$ cat config.mk
export PLATFORM = sky130hd
export DESIGN_NAME = instruction_fetch_unit_flat
export DESIGN_NICKNAME = d
export VERILOG_FILES = /design/src/rtl/instruction_fetch_unit_pkg.sv /design/src/rtl/instruction_fetch_unit_if.sv /design/src/rtl/instruction_fetch_unit_ifid_reg.sv /design/src/rtl/instruction_fetch_unit.sv /design/src/flat_wrapper.sv
export SDC_FILE = /design/constraint.sdc
export NUM_CORES = 1
export LEC_CHECK = 0
export BUFFER_PORTS_ARGS = -buffer_cell sky130_fd_sc_hd__buf_2
export CAP_MARGIN = 40
export CORE_MARGIN = 2
export CORE_UTILIZATION = 50
export DETAILED_ROUTE_END_ITERATION = 10
export HOLD_SLACK_MARGIN = 0.05
export PLACE_DENSITY = 0.84
export SYNTH_ARGS = -nofsm -noshare
export SYNTH_HDL_FRONTEND = slang
export SYNTH_SLANG_ARGS = --single-unit
$ cat constraint.sdc
create_clock -name clk -period 2.4 [get_ports clk]
set_input_delay 0.48 -clock clk [delete_from_list [all_inputs] [get_ports clk]]
set_output_delay 0.48 -clock clk [all_outputs]
set_load 0.05 [all_outputs]
$ cat src/rtl/instruction_fetch_unit_pkg.sv
// Shared types and constants for the instruction fetch stage.
package fetch_pkg;

    // Fetch sequencer states.
    typedef enum logic [1:0] {
        IDLE = 2'd0,  // post-reset, no request yet
        REQ  = 2'd1,  // request outstanding on the instruction-memory port
        HOLD = 2'd2   // fetched word parked while ID is stalled
    } fetch_state_e;

    // Defaults for the top-level parameters.
    localparam logic [31:0] RESET_PC_DEFAULT  = 32'h0000_0000;
    localparam logic [31:0] NOP_INSTR_DEFAULT = 32'h0000_0000;

    // Sequential PC step; the adder wraps modulo 2^32.
    localparam logic [31:0] PC_INC = 32'd4;

    // Every PC load is word aligned: the two low bits are forced to zero.
    function automatic logic [31:0] align_pc(input logic [31:0] addr);
        return {addr[31:2], 2'b00};
    endfunction

endpackage

$ cat src/rtl/instruction_fetch_unit_if.sv
// Instruction-memory request/acknowledge port of the fetch stage.
interface instruction_fetch_unit_if;

    logic        imem_req;    // fetch request
    logic [31:0] imem_addr;   // fetch address, stable until acknowledged
    logic        imem_ack;    // imem_rdata valid (may coincide with imem_req)
    logic [31:0] imem_rdata;  // fetched instruction word

    // The fetch unit drives the request side.
    modport master (
        output imem_req,
        output imem_addr,
        input  imem_ack,
        input  imem_rdata
    );

    // The instruction memory answers it.
    modport slave (
        input  imem_req,
        input  imem_addr,
        output imem_ack,
        output imem_rdata
    );

endinterface

$ cat src/rtl/instruction_fetch_unit_ifid_reg.sv
// IF/ID pipeline register: flush beats stall, stall beats load.
module ifid_reg
    import fetch_pkg::*;
#(
    parameter logic [31:0] NOP_INSTR = NOP_INSTR_DEFAULT
) (
    input  logic        clk,
    input  logic        rst_n,
    input  logic        load,
    input  logic        stall,
    input  logic        flush,
    input  logic [31:0] instr_in,
    input  logic [31:0] pcplus4_in,
    output logic [31:0] instruction,
    output logic [31:0] pcplus4,
    output logic        valid
);

    // IF/ID contents; a flush inserts a bubble even while stalled.
    // NOTE: sequential state uses non-blocking assignments so every register
    // samples pre-edge values regardless of process evaluation order.
    always_ff @(posedge clk or negedge rst_n) begin
        if (!rst_n) begin
            instruction <= NOP_INSTR;
            pcplus4     <= '0;
            valid       <= 1'b0;
        end else if (flush) begin
            instruction <= NOP_INSTR;
            pcplus4     <= '0;
            valid       <= 1'b0;
        end else if (!stall && load) begin
            instruction <= instr_in;
            pcplus4     <= pcplus4_in;
            valid       <= 1'b1;
        end
    end

endmodule

$ cat src/rtl/instruction_fetch_unit.sv
// Fetch stage: PC register, instruction-memory handshake, one-entry hold
// buffer for words returned during an ID stall, and the IF/ID register.
module instruction_fetch_unit
    import fetch_pkg::*;
#(
    parameter logic [31:0] RESET_PC  = RESET_PC_DEFAULT,
    parameter logic [31:0] NOP_INSTR = NOP_INSTR_DEFAULT
) (
    input  logic                       clk,
    input  logic                       rst_n,
    // Redirect and hazard control from the ID stage
    input  logic [31:0]                pc_addr,
    input  logic                       pcsrc,
    input  logic                       IFID_flush,
    input  logic                       IFID_stall,
    // Instruction-memory port
    instruction_fetch_unit_if.master   imem,
    // IF/ID outputs
    output logic [31:0]                ID_instruction,
    output logic [31:0]                ID_pcplus4,
    output logic                       ID_valid
);

    fetch_state_e state, state_n;

    logic [31:0] pc, pc_n;
    logic [31:0] redir_pc, redir_pc_n;
    logic        redir_pending, redir_pending_n;
    logic [31:0] hold_instr, hold_instr_n;

    logic        redir;
    logic [31:0] pc_plus4;
    logic        ifid_load;
    logic [31:0] ifid_instr_in;

    // A redirect is only honoured when the hazard unit is not stalling.
    assign redir    = pcsrc & ~IFID_stall;
    assign pc_plus4 = pc + PC_INC;

    // The request is a pure function of state so reset drops it at once.
    assign imem.imem_req  = (state == REQ);
    assign imem.imem_addr = pc;

    // State registers: PC, pending redirect, hold buffer and FSM state.
    // NOTE: hold_instr is a single control-adjacent register, so it is reset
    // with everything else; wide storage arrays would normally be left unreset.
    always_ff @(posedge clk or negedge rst_n) begin
        if (!rst_n) begin
            state         <= IDLE;
            pc            <= RESET_PC;
            redir_pc      <= '0;
            redir_pending <= 1'b0;
            hold_instr    <= '0;
        end else begin
            state         <= state_n;
            pc            <= pc_n;
            redir_pc      <= redir_pc_n;
            redir_pending <= redir_pending_n;
            hold_instr    <= hold_instr_n;
        end
    end

    // Next-state logic for the fetch sequencer and the IF/ID load strobe.
    // NOTE: every output of this block gets a default first, otherwise paths
    // that do not assign it would infer latches.
    always_comb begin
        state_n         = state;
        pc_n            = pc;
        redir_pc_n      = redir_pc;
        redir_pending_n = redir_pending;
        hold_instr_n    = hold_instr;
        ifid_load       = 1'b0;
        ifid_instr_in   = imem.imem_rdata;

        unique case (state)
            IDLE: begin
                // First request goes out in the cycle after leaving IDLE.
                state_n = REQ;
                if (redir) begin
                    pc_n = align_pc(pc_addr);
                end
            end

            REQ: begin
                if (imem.imem_ack) begin
                    if (redir || redir_pending) begin
                        // Stale word: drop it and restart at the redirect target.
                        pc_n            = redir ? align_pc(pc_addr) : redir_pc;
                        redir_pending_n = 1'b0;
                    end else if (!IFID_stall) begin
                        // Zero-bubble path: hand the word straight to IF/ID.
                        ifid_load = 1'b1;
                        pc_n      = align_pc(pc_plus4);
                    end else begin
                        // ID cannot take it yet: park the word, keep the PC.
                        hold_instr_n = imem.imem_rdata;
                        state_n      = HOLD;
                    end
                end else if (redir) begin
                    // Keep the address stable until the ack; remember the target.
                    redir_pc_n      = align_pc(pc_addr);
                    redir_pending_n = 1'b1;
                end
            end

            HOLD: begin
                if (!IFID_stall) begin
                    state_n = REQ;
                    if (redir) begin
                        // Parked word belongs to the wrong path; discard it.
                        pc_n = align_pc(pc_addr);
                    end else begin
                        ifid_load     = 1'b1;
                        ifid_instr_in = hold_instr;
                        pc_n          = align_pc(pc_plus4);
                    end
                end
            end

            default: begin
                state_n = IDLE;
            end
        endcase
    end

    ifid_reg #(
        .NOP_INSTR (NOP_INSTR)
    ) u_ifid_reg (
        .clk         (clk),
        .rst_n       (rst_n),
        .load        (ifid_load),
        .stall       (IFID_stall),
        .flush       (IFID_flush),
        .instr_in    (ifid_instr_in),
        .pcplus4_in  (pc_plus4),
        .instruction (ID_instruction),
        .pcplus4     (ID_pcplus4),
        .valid       (ID_valid)
    );

endmodule
$ cat src/flat_wrapper.sv
// flat-port wrapper written by rule: the top's interface ports become plain ports
module instruction_fetch_unit_flat import fetch_pkg::*;
#(
    parameter logic [31:0] RESET_PC  = RESET_PC_DEFAULT,
    parameter logic [31:0] NOP_INSTR = NOP_INSTR_DEFAULT
)
  (clk, rst_n, pc_addr, pcsrc, IFID_flush, IFID_stall, ID_instruction, ID_pcplus4, ID_valid, imem_imem_req, imem_imem_addr, imem_imem_ack, imem_imem_rdata);
  instruction_fetch_unit_if imem_i ();
  input  logic clk;
  input  logic rst_n;
  input  logic [31:0] pc_addr;
  input  logic pcsrc;
  input  logic IFID_flush;
  input  logic IFID_stall;
  output logic [31:0] ID_instruction;
  output logic [31:0] ID_pcplus4;
  output logic ID_valid;
  output wire logic [$bits(imem_i.imem_req)-1:0] imem_imem_req;
  output wire logic [$bits(imem_i.imem_addr)-1:0] imem_imem_addr;
  input wire logic [$bits(imem_i.imem_ack)-1:0] imem_imem_ack;
  input wire logic [$bits(imem_i.imem_rdata)-1:0] imem_imem_rdata;
  assign imem_imem_req = imem_i.imem_req;
  assign imem_imem_addr = imem_i.imem_addr;
  assign imem_i.imem_ack = imem_imem_ack;
  assign imem_i.imem_rdata = imem_imem_rdata;
  instruction_fetch_unit #(.RESET_PC(RESET_PC), .NOP_INSTR(NOP_INSTR)) u_core (.clk(clk), .rst_n(rst_n), .pc_addr(pc_addr), .pcsrc(pcsrc), .IFID_flush(IFID_flush), .IFID_stall(IFID_stall), .imem(imem_i), .ID_instruction(ID_instruction), .ID_pcplus4(ID_pcplus4), .ID_valid(ID_valid));
endmodule
* Word-level counts from Yosys, hierarchy flattened
Cells that the tools add are included.
Word-level totals: bits of input ports 70, output and inout port bits 98, flip-flop bits (word level) 164
Cells by class: bitwise logic cells 4, muxes and demuxes 31, reductions and logical operators 12, equal/unequal tests 9, add/sub/neg operators 1
Operator list (number):
- 32-bit 2-to-1 mux | 14
- 32-bit case mux with 3 select lines | 1
- 32-bit by 3-bit adder with 32-bit output (second input constant) | 1
- 1-bit 2-to-1 mux | 10
- 2-bit 2-to-1 mux | 4
- 4-bit AND reduction | 2
- 2-bit by 1-bit != test with 1-bit output (second input constant) | 3
- 2-bit != test (second input constant) | 3
- 2-bit case mux with 3 select lines | 1
- 5-bit AND reduction | 1
- 2-bit nonzero test | 2
- 3-bit by 2-bit != test with 1-bit output (second input constant) | 1
- 1-bit NOT | 3
- 3-bit AND reduction | 1
- 3-bit nonzero test | 1
- 2-bit by 1-bit == test with 1-bit output (second input constant) | 1
- 2-bit == test (second input constant) | 1
- 2-bit logical NOT | 1
- 1-bit case mux with 2 select lines | 1
- 2-bit AND reduction | 1
- 1-bit bitwise AND | 1
- 1-bit logical AND | 1
- 1-bit logical NOT | 1
- 1-bit logical OR | 1

* Longest topological paths before layout
Gate-level depths: netlist of the first run.
word-level depth 9, mapped depth 11, gate-level depth less buffers 8

* Cells and area by module
Synthesis of the first run repeated with hierarchy kept, for this count alone.
Second synthesis, totals: cell total of the unflattened synthesis 906, area, all modules 9380.2 um^2
By module, submodules not included:
- instruction_fetch_unit | cells each 612, times used 1, area an instance 5988.2 um^2
- ifid_reg | cells each 294, times used 1, area an instance 3392.0 um^2

* Least setup slack after synthesis of the first run
OpenSTA, ideal clock, no wires.
path type reg2reg, start register u_core.pc[2] (netlist: u_core.imem.imem_addr[2]), end register u_core.pc[28] (netlist: u_core.imem.imem_addr[28]), period minus slack after synthesis 2.482 ns, setup slack -0.082 ns, data required time 2.276 ns, cell stages (with the launch flop) 9, library setup time 0.124 ns, arrival time 2.358 ns, buffers on the path 1, path through dfrtp_1 ha_1 nand3_1 or2_1 buf_6 nor4_1 xnor2_1 a21oi_1 o31a_1
Between the ends: cells in the longest elaborated chain, start to end 5
RTL lines:
- from (decl) | RTL line instruction_fetch_unit.sv:26 | logic [31:0] pc, pc_n;
- from (signal assigned) | RTL line instruction_fetch_unit.sv:56 | pc <= pc_n;
- 32-bit by 3-bit adder with 32-bit output (*) | RTL line instruction_fetch_unit.sv:38 | assign pc_plus4 = pc + PC_INC;
- 32-bit 2-to-1 mux | RTL line instruction_fetch_unit.sv:90 | end else if (!IFID_stall) begin
- 32-bit 2-to-1 mux | RTL line instruction_fetch_unit.sv:86 | if (redir || redir_pending) begin
- 32-bit 2-to-1 mux | RTL line instruction_fetch_unit.sv:85 | if (imem.imem_ack) begin
- 32-bit case mux with 3 select lines (*) | RTL line instruction_fetch_unit.sv:75 | unique case (state)
Mark *: on every way between the ends. The rest lies on a longest branch, timed or not. The select of a mux whose other input is x is not followed. A chain may end at the register's enable or synchronous reset.

* Worst setup path in the final report of the first run
start register u_core.pc[3] (netlist: u_core.imem.imem_addr[3]), end register u_core.pc[28] (netlist: u_core.imem.imem_addr[28])
The elaborated chain is that of the path after synthesis.

==> qor.yml, run 1 <==
drc: 0
area_growth_pct: 24.2
pwr-share-clk_pct: 20.0
worstReg2RegStart: "u_core.imem.imem_addr[3]"
setup_viol: 0
nets: 1076
cp_slowest_cell: "dfrtp_2"
cts.path.max_buffers: 2
wl_per_cell_um: 19.1
rows: 47
r2r_end: "u_core.imem.imem_addr[28]"
critPathRequiredTime_ns: 2.72
drv_cap: 0
slew_viol_final: 0
vias: 7416
path_clk_slew_ns: 0.07
routed_wl_um: 23500
crit_path_start: "u_core.imem.imem_addr[3]"
dp_hpwl_um: 16300
min_path_type: "in -> reg"
hold_viol: 0
swShare_pct: 45.1
worstPathMaxFanout: 6
p_leak_nw: 4.61
cts_sinks: 164
start_util_pct: 50.7
ys_types: 59
grt.total_usage_pct: 26.3
fin_worst_skew_ns: 0.00916
antenna_found_initial: 1
synth_top_area_share_pct: 49.1
fin_crit_sh_pct: 95.0
die_x_um: 133
first_pass_iters: 5
relSlewSlack_pct: 61.6
fmax_mhz: 439
p_seq_share_pct: 32.6
die_h_um: 133
synth.cell_area_um2: 8350
crit_end: "u_core.imem.imem_addr[28]"
dp_worst_setup_slack_ns: 0.0350
layout-drive-gt1-share_pct: 32.9
cp.arrival_ns: 2.60
crit_buf_inv: 0
synth_ff_type: "dfrtp_1"
ys_warn_count: 0
synth.yosys.seq_area_share_pct: 49.1
startpoint_type: "flop"
avgSynthCellArea_um2: 10.1
cts_buffers: 17
tns_ns: 0
final_antenna_net_count: 0
ir_drop_mv: 0.744
max_stage_delay_ns: 0.40
tightest_slew_ns: 0.573
dieArea_um2: 17800
clock_latency_ns: 0.43
p_sw_mw: 6.11
vias_per_cell: 6.00
fin_crit_ns: 2.28
globalplace.congestion: 0.930
synthTopCellsByArea: "dfrtp_1, mux2_2, a211oi_1, nor2_1, mux2i_1"
r2r_slack_ns: 0.12
synth_edf_count: 0
p_per_area_nw_per_um2: 1310
crit_chain: "ha_1, nand3_1, or2_1, nor4_1, xnor2_1, a21oi_1, o31a_1"
status: "complete, no violations"
path_depth: 7
crit_type: "reg -> reg"
cp_top_family: "simple AND/OR/NAND/NOR gates"
grt_pass1_wl_um: 36800
dr.first_iter.drc_count: 957
fin_ws_ns: 0.120
grt_overflow: 0
port_buffers: 165
synth_most_common_cell: "dfrtp_1"
synthCells: 825
power.internal_mw: 7.44
fillers: 1276
rsz0062_at_grt: "false"
rr_worst_depth: 7
pwr-share-comb_pct: 47.4
grt_start_max_net_pins: 66
cts-root-buf: "clkbuf_16"
synth-async-reset-ratio_pct: 100
syn_nets: 900
synth_common_cells: "dfrtp_1, nor2_1, mux2_2, a211oi_1, nand2_1"
grt_pass1_vias: 6941
ioPinCount: 168
cts_tree: "yes"
cts_htree_levels: 4
yosys_register_bits: 164
coreArea_um2: 16500
cp-end-kind: "flop"
yosysTopAreaCell: "dfrtp_1"
how the worst min path moves through the flow:
| stage | endpoint | cells past startpoint | startpoint | slack, ns |
|---|---|---|---|---|
| after floorplan | u_core.hold_instr[0] | 0 | rst_n | 0.18 |
| after global placement | u_core.u_ifid_reg.instruction[17] | 1 | rst_n | 0.45 |
| after detailed placement | u_core.hold_instr[17] | 1 | rst_n | 0.45 |
| after CTS | u_core.hold_instr[14] | 2 | imem_imem_rdata[14] | 0.27 |
| after global routing | u_core.hold_instr[14] | 2 | imem_imem_rdata[14] | 0.28 |
| final | u_core.hold_instr[14] | 2 | imem_imem_rdata[14] | 0.29 |
flip-flops by register name, summed over array words and instances, names as in the netlist:
signal,cells
u_core.hold_instr,32
u_core.imem.imem_addr,32
u_core.redir_pc,32
u_core.redir_pending,1
u_core.state,2
u_core.u_ifid_reg.instruction,32
u_core.u_ifid_reg.pcplus4,32
u_core.u_ifid_reg.valid,1
kinds of logic (layout without fill, tap and decap cells):
kind of cell,Yosys count,in the layout,share of synthesized area [%]
xor+xnor,28,28,2.94
mux,99,99,12.8
buf+inv,74,263,3.85
fa+ha+maj,5,5,0.749
flops,164,164,49.1
other cells,0,1,0
compound gates,204,204,16.4
simple gates,251,251,14.1
layer usage:
metal  vias up  global-route usage, %  wire, µm
li1       3340                      -         -
met1      3611                   35.3      9980
met2       411                   42.1     11200
met3        54                   6.32      1740
met4         0                   9.16       645
met5         -                      0         0
cells in the final DEF, fill, tap and decap left out, types with 4 or more instances in the layout:
cell          n
a31oi_1       5
nor3_1       20
buf_12        9
nor4_1        6
inv_8         5
o21ai_0      45
a22o_1        6
mux2i_1      36
clkinvlp_4    5
mux2_2       60
nand2_1      56
nor2_1      109
nand4_1       5
clkbuf_16    18
ha_1          4
a32oi_1       5
buf_2       164
dfrtp_1     162
a21oi_1      37
xnor2_1      23
a211oi_1     58
or3_1         6
nor2b_1       6
a21o_1        4
a221oi_1      7
buf_4        45
nand3_1      17
xor2_1        5
inv_1         9
timing repair:
item                                    CTS  global route
hold endpoints to repair                 45             0
hold buffers                              1             0
buffers inserted                          0             2
resized for setup                         0             8
endpoints found under the setup margin    0            62
power by group through the flow:
| stage | sequential (mW) | combinational (mW) | clock (mW) |
|---|---|---|---|
| finish | 4.42 | 6.42 | 2.71 |
| global route | 4.51 | 6.81 | 2.88 |
| CTS | 4.38 | 6.27 | 2.75 |
| detailed placement | 4.42 | 6.20 | 0 |
| global placement | 4.36 | 6.05 | 0 |
| floorplan | 5.56 | 3.10 | 0 |
per-stage QoR:
stage	hold slack, ns	instance area (µm²)	instances	utilization, %	power [mW]
after floorplan	0.184	8360	825	-	8.67
after global placement	0.453	9700	1198	58.9	10.4
after detailed placement	0.451	9700	1198	58.9	10.6
after CTS	0.274	10300	1231	62.6	13.4
after global routing	0.276	10400	1235	63.0	14.2
final	0.290	10400	1235	63.0	13.5
final cells by class:
| class | instances | area [µm²] | area share [%] |
|---|---|---|---|
| well taps | 220 | 275 | 2.65 |
| multi-input cells | 587 | 3970 | 38.3 |
| clock inverters | 15 | 166 | 1.60 |
| repair buffers | 221 | 1390 | 13.4 |
| inverters | 10 | 37.5 | 0.362 |
| diodes | 1 | 2.50 | 0.0241 |
| flip-flops and latches | 164 | 4110 | 39.6 |
| clock buffers | 17 | 425 | 4.10 |
Note: power is estimated with default switching activity, not from simulation.
==> run 2: changes to the inputs <==
- RECOVER_POWER: unset -> 25
==> qor.yml, run 2 (synthesis results as in run 1) <==
cts_sinks: 164
rr_worst_depth: 7
area_growth_pct: 24.0
drc: 0
nets: 1076
vias_per_cell: 6.00
start_util_pct: 50.7
drv_cap: 0
swShare_pct: 45.1
antenna_found_initial: 1
hold_viol: 0
fin_crit_sh_pct: 94.9
coreArea_um2: 16500
final_common_cell: "buf_2"
port_buffers: 165
cp.arrival_ns: 2.60
startpoint_type: "flop"
fin_crit_ns: 2.28
cts-root-buf: "clkbuf_16"
setup_viol: 0
path_clk_slew_ns: 0.07
dp_worst_setup_slack_ns: 0.0350
ir_drop_mv: 0.748
min_path_cells: 2
layout_common_cells: "buf_2, dfrtp_1, nor2_1"
die_x_um: 133
tns_ns: 0
cts_tree: "yes"
wl_per_cell_um: 19.0
slew_viol_final: 0
fmax_mhz: 439
ioPinCount: 168
p_leak_nw: 4.60
min_path_type: "in -> reg"
cts_htree_levels: 4
cts.path.max_buffers: 2
pwr-share-comb_pct: 47.3
grt_start_max_net_pins: 66
globalplace.congestion: 0.930
grt.total_usage_pct: 26.3
pwr-share-clk_pct: 20.0
relSlewSlack_pct: 16.0
cts_buffers: 17
p_sw_mw: 6.10
rsz0062_at_grt: "false"
grt_pass1_vias: 6941
power.total_mw: 13.5
fin_ws_ns: 0.121
dp_hpwl_um: 16300
first_pass_iters: 6
grt_overflow: 0
power.internal_mw: 7.43
p_per_area_nw_per_um2: 1310
routed_wl_um: 23500
dr.first_iter.drc_count: 966
vias: 7410
tightest_slew_ns: 1.26
p_seq_share_pct: 32.6
fin_worst_skew_ns: 0.00911
grt_pass1_wl_um: 36800
cp-end-kind: "flop"
clock_latency_ns: 0.43
rows: 47
worstPathMaxFanout: 6
final_antenna_net_count: 0
critPathRequiredTime_ns: 2.72
layout-drive-gt1-share_pct: 32.9
dieArea_um2: 17800
die_h_um: 133
crit_type: "reg -> reg"
status: "complete, no violations"
[run 2: cell count changes in the layout (fill, tap and decap cells not counted)]
cell	before	now
buf_12	9	8
clkbuf_4	0	1
clkbuf_2	0	2
buf_6	1	0
buf_4	45	44
[run 2: per-layer routing]
layer	GRT usage (%)	part of all wire (%)
met5	0	0
met4	9.16	2.8
met3	6.32	7.7
met2	42.1	48
met1	35.3	42
[run 2: worst paths after layout]
kind                                           from                                to  slack (ns)
max in group asynchronous                     rst_n  u_core.u_ifid_reg.instruction[1]        0.33
setup / recovery           u_core.imem.imem_addr[3]         u_core.imem.imem_addr[28]        0.12
setup reg to reg           u_core.imem.imem_addr[3]         u_core.imem.imem_addr[28]        0.12
min in group asynchronous                     rst_n             u_core.hold_instr[17]        0.85
hold reg to reg                 u_core.redir_pc[28]               u_core.redir_pc[28]        0.49
hold / removal                  imem_imem_rdata[14]             u_core.hold_instr[14]        0.29
[run 2: worst max-delay path: stages, from the launching register on]
cell	delay [ns]
dfrtp_2	0.40
ha_1	0.19
nand3_1	0.14
or2_1	0.39
nor4_1	0.40
xnor2_1	0.25
a21oi_1	0.08
o31a_1	0.31
[run 2: what timing repair did]
action / CTS / global route
setup buffers: 0 / 2
hold buffers: 1 / 0
resized for setup: 0 / 8
hold endpoints to repair: 45 / 0
setup endpoints to repair: 0 / 62
[run 2: power groups by stage]
stage,clock network (mW),registers [mW],logic [mW]
2_1_floorplan,0,5.56,3.10
3_3_place_gp,0,4.36,6.05
3_5_place_dp,0,4.42,6.20
4_1_cts,2.75,4.38,6.27
5_1_grt,2.88,4.51,6.81
6_report,2.71,4.42,6.41
[run 2: area by class of cell]
type                            instances  area, µm²
Antenna cell                            1       2.50
Fill cell                            1281       6110
Clock inverter                         15        166
Clock buffer                           17        425
Inverter                               10       37.5
Sequential cell                       164       4110
Tap cell                              220        275
Timing Repair Buffer                  221       1360
Multi-Input combinational cell        587       3970
[run 2: through the flow]
step	hold slack, ns	area [µm²]	instances	utilization (%)
global route	0.276	10400	1235	62.9
finish	0.290	10400	1235	62.9
detailed placement	0.451	9700	1198	58.9
CTS	0.274	10300	1231	62.6
global placement	0.453	9700	1198	58.9
floorplan	0.184	8360	825	-
